### src/rtl/multiplicador_booth_param.sv
// Sequential radix-2 Booth multiplier with a parameterised width and run-time signed/unsigned mode.
// One iteration per clock. The datapath and the control FSM are in this one block.
// Ports:
//   clk, rst          rising-edge clock; asynchronous active-high reset
//   start             request; accepted in IDLE or FIN, ignored while OPERA
//   signo             1 = two's-complement operands, 0 = unsigned (latched on accept)
//   Mcando, Mcador    multiplicand / multiplier, sampled on the accept edge
//   producto          registered 2*WIDTH product
//   fin               result valid (level, held until next accept)
//   busy              operation in progress
module multiplicador_booth_param #(
   parameter int unsigned WIDTH = 8
) (
   input  logic                 clk,
   input  logic                 rst,
   input  logic                 start,
   input  logic                 signo,
   input  logic [WIDTH-1:0]     Mcando,
   input  logic [WIDTH-1:0]     Mcador,
   output logic [2*WIDTH-1:0]   producto,
   output logic                 fin,
   output logic                 busy
);

   localparam int unsigned AW = WIDTH + 2;   // accumulator: absorbs -2^(W-1) and 2^W-1 magnitudes
   localparam int unsigned QW = WIDTH + 1;   // extended operand width
   localparam int unsigned PW = 2 * WIDTH;
   localparam int unsigned CW = $clog2(WIDTH + 2);

   typedef enum logic [1:0] {IDLE, OPERA, FIN} state_t;

   state_t          state, state_n;
   logic [AW-1:0]   a, a_n, a_sum;
   logic [QW-1:0]   q, q_n;
   logic [QW-1:0]   m, m_n;
   logic            q1, q1_n;
   logic            sig, sig_n;
   logic [CW-1:0]   count, count_n;
   logic [PW-1:0]   producto_n;
   logic            fin_n, busy_n;

   // State and datapath registers
   always_ff @(posedge clk or posedge rst) begin
      if (rst) begin
         state    <= IDLE;
         a        <= '0;
         q        <= '0;
         m        <= '0;
         q1       <= 1'b0;
         sig      <= 1'b0;
         count    <= '0;
         producto <= '0;
         fin      <= 1'b0;
         busy     <= 1'b0;
      end else begin
         state    <= state_n;
         a        <= a_n;
         q        <= q_n;
         m        <= m_n;
         q1       <= q1_n;
         sig      <= sig_n;
         count    <= count_n;
         producto <= producto_n;
         fin      <= fin_n;
         busy     <= busy_n;
      end
   end

   // Next-state, Booth iteration and completion
   always_comb begin
      state_n    = state;
      a_n        = a;
      q_n        = q;
      m_n        = m;
      q1_n       = q1;
      sig_n      = sig;
      count_n    = count;
      producto_n = producto;
      fin_n      = fin;
      busy_n     = busy;
      a_sum      = a;

      case (state)
         IDLE, FIN: begin
            if (start) begin
               m_n     = signo ? {Mcando[WIDTH-1], Mcando} : {1'b0, Mcando};
               q_n     = signo ? {Mcador[WIDTH-1], Mcador} : {1'b0, Mcador};
               a_n     = '0;
               q1_n    = 1'b0;
               sig_n   = signo;
               // unsigned needs one extra step to consume the zero extension bit
               count_n = signo ? CW'(WIDTH) : CW'(WIDTH + 1);
               fin_n   = 1'b0;
               busy_n  = 1'b1;
               state_n = OPERA;
            end
         end
         OPERA: begin
            if (count != '0) begin
               case ({q[0], q1})
                  2'b10:   a_sum = a - {m[QW-1], m};
                  2'b01:   a_sum = a + {m[QW-1], m};
                  default: a_sum = a;
               endcase
               a_n     = {a_sum[AW-1], a_sum[AW-1:1]};
               q_n     = {a_sum[0], q[QW-1:1]};
               q1_n    = q[0];
               count_n = count - CW'(1);
            end else begin
               // signed mode did one step fewer, so its product sits one bit higher
               producto_n = PW'({a, q} >> sig);
               fin_n      = 1'b1;
               busy_n     = 1'b0;
               state_n    = FIN;
            end
         end
         default: state_n = IDLE;
      endcase
   end

endmodule
### config.mk
export PLATFORM = sky130hd
export DESIGN_NAME = multiplicador_booth_param
export DESIGN_NICKNAME = d
export VERILOG_FILES = /design/src/rtl/multiplicador_booth_param.sv
export SDC_FILE = /design/constraint.sdc
export NUM_CORES = 1
export LEC_CHECK = 0
export BUFFER_PORTS_ARGS = -buffer_cell sky130_fd_sc_hd__buf_2
export CELL_PAD_IN_SITES_DETAIL_PLACEMENT = 1
export CELL_PAD_IN_SITES_GLOBAL_PLACEMENT = 2
export CORE_MARGIN = 2
export CORE_UTILIZATION = 38
export CTS_CLUSTER_DIAMETER = 30
export CTS_CLUSTER_SIZE = 28
export DETAILED_ROUTE_END_ITERATION = 7
export PLACE_DENSITY = 0.85
export SLEW_MARGIN = 20
export SYNTH_ARGS = -nofsm -noshare
export SYNTH_HDL_FRONTEND = slang
export SYNTH_SLANG_ARGS = --single-unit
export TNS_END_PERCENT = 5
### constraint.sdc
create_clock -name clk -period 5.1 [get_ports clk]
set_input_delay 0.255 -clock clk [delete_from_list [all_inputs] [get_ports clk]]
set_output_delay 0.255 -clock clk [all_outputs]
set_load 0.05 [all_outputs]
### Word level (Yosys, flattened, before mapping)

Cells that the tools add are included.

* bits in registers: 54
* input port bits: 20
* output and inout bits: 18
* word-level logic and storage cells: 55

* $add $sub $neg: 3
* equal/unequal tests: 7
* shifts and indexed selects: 1
* muxes and demuxes: 24
* bitwise gates (word level): 1
* reduce and logical (&&, ||, !) cells: 9

Operators with widths (count)
* 10-bit one-hot mux with 2 select lines: 2
* 9-bit 2-to-1 mux: 4
* 10-bit 2-to-1 mux: 2
* 19-bit by 1-bit right shift with 16-bit output: 1
* 9-bit one-hot mux with 2 select lines: 1
* 10-bit adder: 1
* 10-bit subtractor: 1
* 4-bit 2-to-1 mux: 2
* 4-bit one-hot mux with 2 select lines: 1
* 1-bit 2-to-1 mux: 6
* 2-bit inequality test, second input constant: 3
* 1-bit one-hot mux with 2 select lines: 3
* 2-bit AND reduction: 3
* 3-bit AND reduction: 2
* 2-bit by 1-bit equality test with 1-bit output, second input constant: 2
* 2-bit equality test, second input constant: 2
* 2-bit 2-to-1 mux: 2
* 2-bit one-hot mux with 2 select lines: 1
* 4-bit nonzero test: 1
* 4-bit by 1-bit subtractor with 4-bit output, second input constant: 1
* 2-bit zero test: 1
* 2-bit nonzero test: 1
* 2-bit OR reduction: 1
* 1-bit inverter: 1

### Longest topological paths before layout

Gate-level depths: netlist (run 1).

* depth after elaboration: 4
* gate-level depth with buffers: 13
* depth with buffers taken out: 13

### Least setup slack after synthesis (run 1)

No wires, ideal clock.

* path kind: flip-flop to flip-flop
* start point: register q[0]
* end point: register a[6]
* library setup time: 92 ps
* arrival: 2316 ps
* required time: 5008 ps
* slack: 2692 ps
* stages on the path, launching flop included: 12
* buffers on the path: 1
* clock period less this slack: 2408 ps
* cell sequence: dfrtp_1 -> inv_1 -> ha_1 -> buf_4 -> mux2_2 -> ha_1 -> a21o_1 -> nand4_1 -> nand3_1 -> nand3_1 -> mux2_2 -> o31ai_2

* longest elaborated chain between the ends: 4
* elaborated cells between the ends (all ways): 5
* those cells by class: eq/ne: 2; mux: 3

Ends and longest elaborated chain
* start: declaration: line 34 `logic [QW-1:0] q, q_n;`
* start signal: assignment: line 58 `q <= q_n;`
* 2-bit by 1-bit equality test with 1-bit output or 2-bit equality test (tied branches): line 100 `case ({q[0], q1})`
* 10-bit one-hot mux with 2 select lines (*): line 100
* 10-bit 2-to-1 mux (*): line 99 `if (count != '0) begin`
* 10-bit one-hot mux with 2 select lines (*): line 83 `case (state)`
* end signal: assignment: line 57 `a <= a_n;`
* end: declaration: line 33 `logic [AW-1:0] a, a_n, a_sum;`

Every way passes the cells marked *; elsewhere a longest branch is shown, timed or not. The select of a mux whose other input is x is not followed.
A chain may end at the register's enable or synchronous reset.

### Final worst setup path (run 1)

* start point: register m[4]
* end point: register a[7]

* longest elaborated chain between the ends: 4
* elaborated cells between the ends (all ways): 5
* those cells by class: add/sub: 2; mux: 3

Ends and longest elaborated chain
* start: declaration: line 35 `logic [QW-1:0] m, m_n;`
* start signal: assignment: line 59 `m <= m_n;`
* 10-bit adder or 10-bit subtractor (tied branches): line 102, 101
* 10-bit one-hot mux with 2 select lines (*): line 100
* 10-bit 2-to-1 mux (*): line 99
* 10-bit one-hot mux with 2 select lines (*): line 83

Marked as above.

==> results of run 1 <==
-- registers in the layout, summed over array words and instances, names as in the netlist --
| signal | flops |
|---|---|
| count | 4 |
| busy | 1 |
| m | 9 |
| state | 2 |
| a | 9 |
| sig | 1 |
| fin | 1 |
| q1 | 1 |
| q | 9 |
| producto | 16 |
-- kinds of logic (layout without fill, tap and decap cells) --
logic type | count (synthesis) | count (layout) | synth area share, %
AO/OA/AOI/OAI | 64 | 64 | 12.73
flip-flops | 53 | 53 | 45.13
buffers and inverters | 30 | 58 | 4.215
multiplexers | 23 | 23 | 7.918
AND/OR/NAND/NOR | 129 | 129 | 19.33
XOR/XNOR | 15 | 15 | 4.470
adder cells (fa/ha/maj) | 14 | 14 | 6.216
-- worst max-delay path, delay by kind of cell, from the launching register on --
kind	cells	cell delay, ns
AOI/OAI and AO/OA	4	0.77
DFF	1	0.45
xor gates and xnor gates	1	0.28
muxes	1	0.21
adders and majority gates	1	0.32
and+or+nand+nor	4	0.60
-- metrics by stage --
stage | area (sq um) | hold slack, ns | instances
after global routing | 3273 | 0.1422 | 458
after floorplan | 2939 | 0.3388 | 328
final | 3273 | 0.1133 | 458
after detailed placement | 3181 | 0.4511 | 450
after global placement | 3181 | 0.4441 | 450
after CTS | 3268 | 0.1255 | 458
-- cell type report --
| type | instances | area, sq um |
|---|---|---|
| multi-input combinational | 245 | 1494 |
| inverter | 12 | 45.04 |
| fill | 920 | 4334 |
| tap | 102 | 127.6 |
| clock inverter | 2 | 15.01 |
| timing repair buffer | 38 | 192.7 |
| clock buffer | 6 | 72.57 |
| sequential | 53 | 1326 |
-- worst max-delay path by stage --
stage                                start               end  cells past startpoint
after floorplan           q[0]$_DFFE_PP0P_  a[6]$_DFFE_PP0P_                     11
after global placement    m[4]$_DFFE_PP0P_  a[7]$_DFFE_PP0P_                     11
after detailed placement  q[0]$_DFFE_PP0P_  a[6]$_DFFE_PP0P_                     10
after CTS                 m[4]$_DFFE_PP0P_  a[7]$_DFFE_PP0P_                     11
after global routing      q[0]$_DFFE_PP0P_  a[6]$_DFFE_PP0P_                     10
final                     m[4]$_DFFE_PP0P_  a[7]$_DFFE_PP0P_                     11
-- layer usage --
metal  global-route usage, %  vias up  wire [um]
met5                       0        -          0
met4                   4.104        0         68
met3                   2.958        4        171
met2                   28.92       33       2973
met1                   24.13     1110       3484
li1                        -     1175          -
-- layout by cell type (no fill, tap or decap), types with 2 or more instances in the layout --
| master | count |
|---|---|
| dfrtp_1 | 53 |
| clkbuf_8 | 5 |
| a21o_1 | 5 |
| clkinvlp_4 | 2 |
| nand3_1 | 18 |
| mux2_2 | 2 |
| buf_2 | 37 |
| nor2_1 | 21 |
| xor2_1 | 13 |
| inv_1 | 10 |
| inv_2 | 2 |
| ha_1 | 13 |
| a31oi_1 | 11 |
| nand2b_1 | 5 |
| o21ai_0 | 28 |
| nand2_1 | 65 |
| xnor2_1 | 2 |
| nor2b_1 | 3 |
| and2_1 | 2 |
| mux2i_1 | 21 |
| nor3_1 | 6 |
| a21oi_1 | 12 |
==> impl_metrics.env, run 1 <==
export IMPL_fp_row_count=32
export IMPL_timing_final_crit_share_pct=53.47
export IMPL_path_cells="nor3_1, and2_1, nor2_1, xor2_1, ha_1, a21o_1, a21o_1, a21o_1, a41oi_1, mux2i_1, nand3_1"
export IMPL_fin_util_pct=43.03
export IMPL_tightest_slew_ns=0.8967
export IMPL_rsz0062_at_grt="false"
export IMPL_antenna_found_initial=0
export IMPL_synth_main_ff_cell="dfrtp_1"
export IMPL_setup_viol=0
export IMPL_synthTopCellsByCount="66 x nand2_1, 53 x dfrtp_1, 28 x o21ai_0"
export IMPL_ys_seq_elements=53
export IMPL_hold_violations=0
export IMPL_slowest_delay_ns=0.45
export IMPL_die_h_um=91.95
export IMPL_place_port_buffers=37
export IMPL_ff2ff_setup_slack_ns=2.37
export IMPL_via_count=2322
export IMPL_drv_cap=0
export IMPL_area_delta_synth_final_pct=11.37
export IMPL_insertion_delay_ns=0.31
export IMPL_die_width_um=91.95
export IMPL_die_area_sq_um=8454
export IMPL_dr_pass1_iters=4
export IMPL_synth_edff_count=0
export IMPL_synth_top_area_cell="dfrtp_1"
export IMPL_grt_usage_pct=17.49
export IMPL_status="finished clean"
export IMPL_yosysUniqueCellTypes=38
export IMPL_slew_headroom_pct=40.10
export IMPL_synth_top_area_share_pct=45.13
export IMPL_pin_count=38
export IMPL_antenna_cells=0
export IMPL_end_kind="flip-flop"
export IMPL_setup_tns_ns=0
export IMPL_yosysMostFrequentCell="nand2_1"
export IMPL_gp_congestion=0.8320
export IMPL_grt_pass1_vias=2439
export IMPL_fin_nets=389
export IMPL_drtIter0Drc=88
export IMPL_crit_arrival_ns=2.93
export IMPL_final_min_clock_period_ns=2.727
export IMPL_dp_hpwl_mm=4.769
export IMPL_r2r_end="a[7]$_DFFE_PP0P_"
export IMPL_drt_wirelength_per_cell_um=14.62
export IMPL_wirelength_mm=6.697
export IMPL_postCtsSetupRepairBufs=0
export IMPL_cp_required_ns=5.30
export IMPL_post_cts_resized=0
export IMPL_drive_gt1_share_pct=15.17
export IMPL_cts_buffer_depth=2
export IMPL_rr_worst_depth=11
export IMPL_ys_async_sr_fraction_pct=100.0
export IMPL_via_per_inst=5.070
export IMPL_drc=0
export IMPL_fmax_mhz=366.7
export IMPL_ys_warn_count=0
export IMPL_synth_area_sq_um=2939
export IMPL_grt_pass1_wl_mm=11.90
export IMPL_avgSynthCellArea_sq_um=8.961
export IMPL_startpoint_type="flip-flop"
export IMPL_path_max_fanout=5
export IMPL_tritoncts="yes"
export IMPL_hold_path_class="input pin to async pin"
export IMPL_cts_max_level=2
export IMPL_grt_max_degree=54
export IMPL_overflow=0
export IMPL_cts_clk_slew_worst_paths_ns=0.10
export IMPL_start_util_pct=38.63
export IMPL_ys_top_cells_by_area="dfrtp_1 45%, nand2_1 8.4%, mux2i_1 7.2%"
export IMPL_crit_type="flip-flop to flip-flop"
export IMPL_fin_ws_ns=2.373
export IMPL_cts_sinks=53
export IMPL_coreArea_sq_um=7607
export IMPL_synth_nets=362
export IMPL_postCtsHoldBufs=0
export IMPL_timing_rr_start="m[4]$_DFFE_PP0P_"
export IMPL_cts_root_buf="clkbuf_8"
export IMPL_report_final_slew_viol_count=0
export IMPL_ant_nets=0
export IMPL_numCtsBuffers=5
export IMPL_fin_skew_ns=0.009511
export IMPL_cp_slowest_cell="dfrtp_1"
export IMPL_crit_top_cell="a21o_1"
export IMPL_synth_cells=328
export IMPL_place_ws_ns=2.408
export IMPL_yosysSeqAreaShare_pct=45.13
Power of run 1 is not shown: default switching activity piles up to over one toggle a cycle in this logic, so the estimate is an artifact.
==> inputs of run 2 (changes only) <==
--- a/config.mk
+++ b/config.mk
@@ -9,11 +9,11 @@
 export CELL_PAD_IN_SITES_DETAIL_PLACEMENT = 1
 export CELL_PAD_IN_SITES_GLOBAL_PLACEMENT = 2
 export CORE_MARGIN = 2
-export CORE_UTILIZATION = 38
+export CORE_UTILIZATION = 32
 export CTS_CLUSTER_DIAMETER = 30
 export CTS_CLUSTER_SIZE = 28
 export DETAILED_ROUTE_END_ITERATION = 7
-export PLACE_DENSITY = 0.85
+export PLACE_DENSITY = 0.77
 export SLEW_MARGIN = 20
 export SYNTH_ARGS = -nofsm -noshare
 export SYNTH_HDL_FRONTEND = slang
==> constraint.sdc (replaced) <==
create_clock -name clk -period 2.4 [get_ports clk]
set_input_delay 0.12 -clock clk [delete_from_list [all_inputs] [get_ports clk]]
set_output_delay 0.12 -clock clk [all_outputs]
set_load 0.05 [all_outputs]
==> run 2 against run 1 <==
Against the previous run: the flow now finishes with violations (setup timing); die area up 18%; fmax up 11%; wire length is 13% higher; via count up 6.8%; first-iteration DRC count rose by 5.7%; non-clock buffer count is 40 higher; critical path type unchanged; count of clock-buffer cells in the layout is 1 lower; core utilization decreased by 0.29 points; sequential share of layout area fell by 5.3 points.
==> impl_metrics.env, run 2 (synthesis gave the netlist of run 1 again) <==
export IMPL_cts_buffer_depth=2
export IMPL_crit_type="flip-flop to flip-flop"
export IMPL_tightest_slew_ns=0.8117
export IMPL_min_delay_start="start"
export IMPL_dr_pass1_iters=4
export IMPL_die_h_um=99.84
export IMPL_cts_sinks=53
export IMPL_cts_clk_slew_worst_paths_ns=0.11
export IMPL_via_per_inst=4.921
export IMPL_via_count=2480
export IMPL_timing_final_crit_share_pct=102.3
export IMPL_fp_row_count=34
export IMPL_place_inst=475
export IMPL_r2r_end="a[7]$_DFFE_PP0P_"
export IMPL_fillers=1038
export IMPL_seq_area_sq_um=1326
export IMPL_timing_rr_start="m[1]$_DFFE_PP0P_"
export IMPL_fin_skew_ns=0.007577
export IMPL_pin_count=38
export IMPL_coreArea_sq_um=8806
export IMPL_rsz0062_at_grt="true"
export IMPL_antenna_cells=0
export IMPL_violations="setup timing"
export IMPL_area_delta_synth_final_pct=28.05
export IMPL_grt_usage_pct=15.91
export IMPL_cts_max_level=2
export IMPL_place_port_buffers=37
export IMPL_dp_hpwl_mm=5.293
export IMPL_drv_cap=0
export IMPL_final_common_cell="nand2_1"
export IMPL_largest_reg_flops=16
export IMPL_numCtsBuffers=5
export IMPL_path_max_fanout=3
export IMPL_ff2ff_setup_slack_ns=-0.05
export IMPL_drive_gt1_share_pct=28.79
export IMPL_fmax_mhz=407.4
export IMPL_final_cell_mix="65 x nand2_1, 53 x dfrtp_1, 37 x buf_2"
export IMPL_grt_max_degree=34
export IMPL_grt_pass1_wl_mm=12.63
export IMPL_cp_required_ns=2.61
export IMPL_status="finished with violations"
export IMPL_instances_no_fill=504
export IMPL_rr_worst_depth=11
export IMPL_wirelength_mm=7.591
export IMPL_worst_hold_path_num_cells=2
export IMPL_end_kind="flip-flop"
export IMPL_drtIter0Drc=93
export IMPL_fin_ws_ns=-0.05446
export IMPL_slew_headroom_pct=45.89
export IMPL_die_width_um=99.84
export IMPL_hold_path_class="input pin to flip-flop"
export IMPL_startpoint_type="flip-flop"
export IMPL_multi_input_area_sq_um=1633
export IMPL_holdPathEnd="state[1]$_DFFE_PP0P_"
export IMPL_gp_congestion=0.7800
export IMPL_start_util_pct=33.38
export IMPL_top_register="producto"
export IMPL_cts_root_buf="clkbuf_8"
export IMPL_drt_wirelength_per_cell_um=15.06
export IMPL_drc=0
export IMPL_hold_violations=0
export IMPL_ant_nets=0
export IMPL_final_min_clock_period_ns=2.454
export IMPL_report_final_slew_viol_count=0
export IMPL_tritoncts="yes"
export IMPL_antenna_found_initial=0
export IMPL_setup_viol=1
export IMPL_fin_nets=429
export IMPL_grt_pass1_vias=2507
export IMPL_crit_arrival_ns=2.66
export IMPL_insertion_delay_ns=0.32
export IMPL_overflow=0
export IMPL_die_area_sq_um=9967
## run 2: metrics by stage
step                hold WS, ns   TNS, ns  worst slack, ns  util [%]  instance area, sq um
floorplan                0.2038         0          0.01022         -                  2944
global placement        0.02806  -0.07180         -0.04742     37.88                  3336
detailed placement      0.03076   -0.4291          -0.2254     37.88                  3336
CTS                    0.002211  -0.09443         -0.09443     40.96                  3607
global route            0.02021   -0.5506          -0.1563     42.74                  3764
finish                 0.006593  -0.05446         -0.05446     42.74                  3764
## run 2: final cells by class
cell class | count | area share (%)
clock inverter | 3 | 1.330
inverter | 12 | 1.197
clock buffer | 5 | 1.828
multi-input combinational | 245 | 43.38
timing repair buffer | 78 | 13.43
tap | 108 | 3.590
sequential | 53 | 35.24
## run 2: worst max path at each step
stage	start	endpoint	slack, ns	depth (start not counted)
4_1_cts	m[0]$_DFFE_PP0P_	a[7]$_DFFE_PP0P_	-0.09	11
5_1_grt	q[0]$_DFFE_PP0P_	a[7]$_DFFE_PP0P_	-0.16	12
3_5_place_dp	m[1]$_DFFE_PP0P_	a[7]$_DFFE_PP0P_	-0.23	11
6_report	m[1]$_DFFE_PP0P_	a[7]$_DFFE_PP0P_	-0.05	11
2_1_floorplan	q[0]$_DFFE_PP0P_	a[6]$_DFFE_PP0P_	0.01	11
3_3_place_gp	m[1]$_DFFE_PP0P_	a[7]$_DFFE_PP0P_	-0.05	11
## run 2: what timing repair did
item | CTS | global route
endpoints found under the hold margin | 20 | 0
buffers inserted | 6 | 11
resized for setup | 14 | 21
setup endpoints to repair | 6 | 6
hold buffers | 5 | 0
pin swaps | 14 | 20
## run 2: metal layers
layer  track usage, %  wire length (um)
met1            22.84              3786
met2            25.10              3525
met3            1.880               156
met4            5.269               123
met5                0                 0
## run 2: worst max-delay path, cell delays in order (launching register included)
cell,delay (ns)
dfrtp_1,0.43
nor3_2,0.22
and2_4,0.19
nor2_2,0.05
xor2_2,0.15
ha_1,0.31
a21o_1,0.20
a21o_1,0.17
a21o_1,0.17
a41oi_2,0.18
mux2i_1,0.20
nand3_1,0.08
Power of run 2 is left out for the same reason.
